### src/rtl/cla_seq_adder.sv
// Multi-cycle carry-lookahead adder/subtractor: resolves one SLICE-bit lookahead
// group per clock, LSB slice first, with the inter-slice carry held in a register.
module cla_seq_adder #(
    parameter int WIDTH = 32,
    parameter int SLICE = 4
) (
    input  logic             clk,
    input  logic             rst,
    input  logic             in_valid,
    output logic             in_ready,
    input  logic [WIDTH-1:0] A,
    input  logic [WIDTH-1:0] B,
    input  logic             C_in,
    input  logic             SUB,
    output logic             out_valid,
    input  logic             out_ready,
    output logic [WIDTH-1:0] S,
    output logic             C,
    output logic             V,
    output logic             Z
);

    localparam int N  = WIDTH / SLICE;
    localparam int KW = (N > 1) ? $clog2(N) : 1;
    localparam logic [KW-1:0] K_LAST = KW'(N - 1);

    typedef enum logic [1:0] {IDLE, RUN, DONE} state_t;

    state_t           state_q, state_d;
    logic [WIDTH-1:0] a_q, b_q, s_q, s_next;
    logic [KW-1:0]    k_q;
    logic             carry_q, msb_carry_q, z_q;
    logic             accept, last;

    logic [SLICE-1:0] a_sl, b_sl, g, p, sum_sl;
    logic [SLICE:0]   c_sl;
    logic             term, cy;

    assign in_ready  = (state_q == IDLE);
    assign out_valid = (state_q == DONE);
    assign accept    = in_valid && in_ready;
    assign last      = (k_q == K_LAST);

    // Lookahead for the current slice: every carry is a flat sum of products of
    // the slice generate/propagate terms and the registered carry-in.
    always_comb begin
        // NOTE: every variable gets a default first so no path leaves it unassigned (no latch).
        a_sl   = a_q[int'(k_q)*SLICE +: SLICE];
        b_sl   = b_q[int'(k_q)*SLICE +: SLICE];
        g      = a_sl & b_sl;
        p      = a_sl ^ b_sl;
        c_sl   = '0;
        term   = 1'b0;
        cy     = 1'b0;
        c_sl[0] = carry_q;
        for (int i = 0; i < SLICE; i++) begin
            term = carry_q;
            for (int m = 0; m <= i; m++) term = term & p[m];
            cy = term;
            for (int j = 0; j <= i; j++) begin
                term = g[j];
                for (int m = j + 1; m <= i; m++) term = term & p[m];
                cy = cy | term;
            end
            c_sl[i+1] = cy;
        end
        sum_sl = p ^ c_sl[SLICE-1:0];
        s_next = s_q;
        s_next[int'(k_q)*SLICE +: SLICE] = sum_sl;
    end

    always_comb begin
        state_d = state_q;
        case (state_q)
            IDLE:    if (accept) state_d = RUN;
            RUN:     if (last) state_d = DONE;
            DONE:    if (out_ready) state_d = IDLE;
            default: state_d = IDLE;
        endcase
    end

    // NOTE: sequential state uses non-blocking assignments only, so every register
    // samples the pre-edge values regardless of statement order.
    always_ff @(posedge clk) begin
        if (!rst) begin
            state_q     <= IDLE;
            k_q         <= '0;
            s_q         <= '0;
            carry_q     <= 1'b0;
            msb_carry_q <= 1'b0;
            z_q         <= 1'b0;
        end else begin
            state_q <= state_d;
            case (state_q)
                IDLE: if (accept) begin
                    carry_q <= SUB ? 1'b1 : C_in;
                    k_q     <= '0;
                end
                RUN: begin
                    s_q     <= s_next;
                    carry_q <= c_sl[SLICE];
                    if (last) begin
                        msb_carry_q <= c_sl[SLICE-1];
                        z_q         <= (s_next == '0);
                    end else begin
                        k_q <= k_q + KW'(1);
                    end
                end
                default: ;
            endcase
        end
    end

    // NOTE: operand registers carry no reset; they are only read after a load.
    always_ff @(posedge clk) begin
        if (accept) begin
            a_q <= A;
            b_q <= SUB ? ~B : B;
        end
    end

    assign S = s_q;
    assign C = carry_q;
    assign V = carry_q ^ msb_carry_q;
    assign Z = z_q;

endmodule

### config.mk
export PLATFORM = sky130hd
export DESIGN_NAME = cla_seq_adder
export DESIGN_NICKNAME = d
export VERILOG_FILES = /design/src/rtl/cla_seq_adder.sv
export SDC_FILE = /design/constraint.sdc
export NUM_CORES = 1
export LEC_CHECK = 0
export CAP_MARGIN = 20
export CORE_MARGIN = 2
export CORE_UTILIZATION = 53
export CTS_BUF_LIST = sky130_fd_sc_hd__clkbuf_4
export DETAILED_ROUTE_END_ITERATION = 12
export GPL_TIMING_DRIVEN = 0
export PLACE_DENSITY_LB_ADDON = 0.08
export SKIP_LAST_GASP = 1
export SLEW_MARGIN = 20
export SYNTH_ARGS = -nofsm -noshare
export SYNTH_HDL_FRONTEND = slang
export SYNTH_SLANG_ARGS = --single-unit
### constraint.sdc
create_clock -name clk -period 4.6 [get_ports clk]
set_clock_uncertainty 0.1 [all_clocks]
set_input_delay 0.92 -clock clk [delete_from_list [all_inputs] [get_ports clk]]
set_output_delay 0.92 -clock clk [all_outputs]
set_load 0.05 [all_outputs]
==> results.md <==
- Tmin final: 3.905 ns
- CTS Buf Count: 9
- Origin of the worst setup path: k_q[0]$_SDFFE_PN0P_
- Crit-path most repeated cell: ha_1
- Fill cells: 723
- Min-Delay Endpoint: S[15]$_SDFFE_PN0P_
- Finished Cell Area: 0.006410 mm²
- Ys flop type: edfxtp_1
- CTS sink count: 104
- Final setup viols: 0
- # hold bufs at CTS: 0
- WL final: 10970 µm
- Yosys reg bits: 104
- Worst path arrival time: 4.22 ns
- Detailed placement HPWL: 8292 µm
- Slew HR: 55.55%
- Placeable Area: 0.009240 mm²
- Final period utilization: 84.90%
- Global-route wire length before repair: 17780 µm
- Drt first-iter violations: 121
- Status: completed
- Distinct cell type count after synthesis: 57
- Crit-path cells: buf_6, buf_4, mux4_2, nand2_1, and2_1, inv_1, ha_1, ha_1, o211ai_2, nand3b_2, xnor2_1, a21oi_1, nor4b_1, a32o_1
- PwrDens: 298.0 mW/mm²
- Multiplexer area fraction after synthesis: 11.15%
- GP Congestion: 0.8761
- Main combinational cell family by area after synthesis: simple AND/OR/NAND/NOR gates
- ANT cells: 0
- LEAKAGE: 2.302 nW
- Initial Util: 54.52%
- Post-Place Cell Area: 0.006280 mm²
- Post-CTS Setup Repair Bufs: 0
- Vias in the first global route: 3686
- Critical-path top delay cell: xnor2_1
- Clk_lat worst skew: 0.46 ns
- Global Route Usage Sum: 22.72%
- Die Y: 101.5 µm
- H-tree depth: 3
- CTS tree: done
- Worst EP required: 4.92 ns
- Detailed-route DRC error count: 0
- RSZ-0062 raised after global routing: false
- I/O Buffers: 105
- DRT Pass-1 Iters: 5
- Cells after Synth: 418
- Area Growth Syn to Fin: 27.25%
- Max-Cap Viols: 0
- Post-route core utilization: 69.37%
- Detailed-route via count: 3552
- Mapped Nets: 498
- Reg-to-reg setup timing slack: 0.69 ns
- Worst hold path stage count: 2
- Slew Viols, Final: 0
- Row cnt: 35
- Post-synthesis adder-cell area fraction: 2.633%
- Sequential share of the synthesized area: 54.05%
- Worst r2r path cells: 14
- Die width: 101.5 µm
- Max Freq: 0.2561 GHz
- Setup TNS: 0 ns
- Full die area: 0.01030 mm²
- Asr flop ratio synth: 0%
- Final net count: 615
- Area of the mapped netlist: 0.005037 mm²
- Initial antenna violation count: 0
- Io pins: 107
- Fraction of layout cells with a size suffix above 1: 11.85%
- Peak supply drop: 0.1632 mV
- Crit Path Max Fanout: 10
- Min-Delay Path Class: register to register
- R2R Path End: Z$_SDFFE_PN0P_
- GR Overflow Total: 0
- Avg Cell Area, Syn: 12.05 µm²
- Via/cell ratio: 5.309
- Yosys warns: 0
- Clk slew on worst S/H paths: 0.17 ns
- Place WS: 0.7523 ns
- Total power: 1.910 mW
- Critical path type: register to register
- CTS Buffer Depth: 2
- Min-Delay Startpoint: S[15]$_SDFFE_PN0P_
- Worst Tran Pin Value: 0.6620 ns
- CP Launch Type: register
- Synth Area in Simple Gates: 16.10%
- Worst setup EP type: register
- Post-route ant nets: 0
- Largest net degree at the start of global routing: 64
- Crit path largest cell delay: 0.58 ns
- Post-synth EDFFs: 64
- Synth Area in Compound Gates: 6.557%
- CTS resizes: 0
- Final count of hold timing violations: 0
- Wire per inst: 16.40 µm
- Synth Area in XOR/XNOR: 6.259%
- Setup slack after layout: 0.6946 ns
- Worst R2R Start: k_q[0]$_SDFFE_PN0P_
- Root Buffer: clkbuf_4
-- worst max path at each step --
stage                           to  cells after the start
3_5_place_dp        Z$_SDFFE_PN0P_                     14
3_3_place_gp   k_q[1]$_SDFFE_PN0P_                      6
2_1_floorplan  k_q[2]$_SDFFE_PN0P_                      6
4_1_cts             Z$_SDFFE_PN0P_                     14
6_report            Z$_SDFFE_PN0P_                     14
5_1_grt             Z$_SDFFE_PN0P_                     14
-- through the flow --
stage                     instances  hold WS [ns]
after global placement          652        0.3646
after CTS                       669        0.3922
after floorplan                 418        0.4013
after detailed placement        653        0.3718
final                           669        0.3891
after global routing            669        0.4272
-- synthesized netlist by cell type (7+ instances only) --
cell / count / area (µm²)
nand2_1: 45 / 168.9
a21oi_1: 12 / 60.06
mux4_2: 16 / 360.4
mux2i_1: 19 / 190.2
a21boi_0: 7 / 52.55
edfxtp_1: 64 / 1922
buf_2: 11 / 55.05
o21ai_0: 15 / 75.07
nor2_1: 19 / 71.32
nor3_1: 11 / 55.05
nand3_1: 8 / 40.04
and2_1: 7 / 43.79
nor2b_1: 29 / 181.4
xor2_1: 35 / 306.5
dfxtp_1: 40 / 800.8
ha_1: 9 / 112.6
-- placed cells by master (no fill, tap or decap), types with 12 or more instances in the layout --
| cell | Yosys | routed |
|---|---|---|
| nor2b_1 | 29 | 29 |
| xor2_1 | 35 | 35 |
| edfxtp_1 | 64 | 64 |
| nor2_1 | 19 | 19 |
| mux4_2 | 16 | 16 |
| nand2_1 | 45 | 45 |
| clkdlybuf4s50_1 | 0 | 105 |
| dfxtp_1 | 40 | 40 |
| a21oi_1 | 12 | 12 |
| o21ai_0 | 15 | 15 |
| mux2i_1 | 19 | 19 |
-- state kept, by name (all words and copies together), names as in the netlist --
signal	cells
C	1
state_q	2
k_q	3
a_q	32
S	32
b_q	32
Z	1
msb_carry_q	1
-- report_power, final --
part	total, mW	internal [mW]	switching [mW]
Sequential	1.06	1.05	0.0148
Clock	0.454	0.123	0.330
Combinational	0.394	0.174	0.219
Total	1.91	1.35	0.564
-- kinds of logic after synthesis --
family                   after synthesis
AND/OR/NAND/NOR                      151
flip-flops                           104
AO/OA/AOI/OAI                         51
XOR/XNOR                              36
multiplexers                          36
buffers and inverters                 30
adder cells (fa/ha/maj)               10
-- cell type report --
class / count / area (µm²) / share of cell area, %
inverters: 6 / 22.52 / 0.3514
repair buffers: 106 / 1079 / 16.83
plain buffers: 24 / 141.4 / 2.206
multi-input cells: 284 / 2153 / 33.59
flip-flops and latches: 104 / 2723 / 42.48
clock buffers: 9 / 67.56 / 1.054
well taps: 129 / 161.4 / 2.518
clock inverters: 7 / 62.56 / 0.9760
-- worst max-delay path, delay by kind of cell (launching register included) --
kind | cells | cell delay, ns
buffers and inverters | 3 | 0.49
AO/OA/AOI/OAI | 3 | 0.44
AND/OR/NAND/NOR | 4 | 0.78
XOR/XNOR | 1 | 0.58
flip-flops | 1 | 0.41
adder cells (fa/ha/maj) | 2 | 0.51
multiplexers | 1 | 0.55
-- metal layers --
layer  vias up  routed length [µm]  global-route usage, %
li1       1736                   -                      -
met1      1675                4372                  26.95
met2       117                5749                  40.45
met3        24                 580                  4.624
met4         0                 269                  9.044
met5         -                   0                      0
Power figures use the tool's default switching activity.
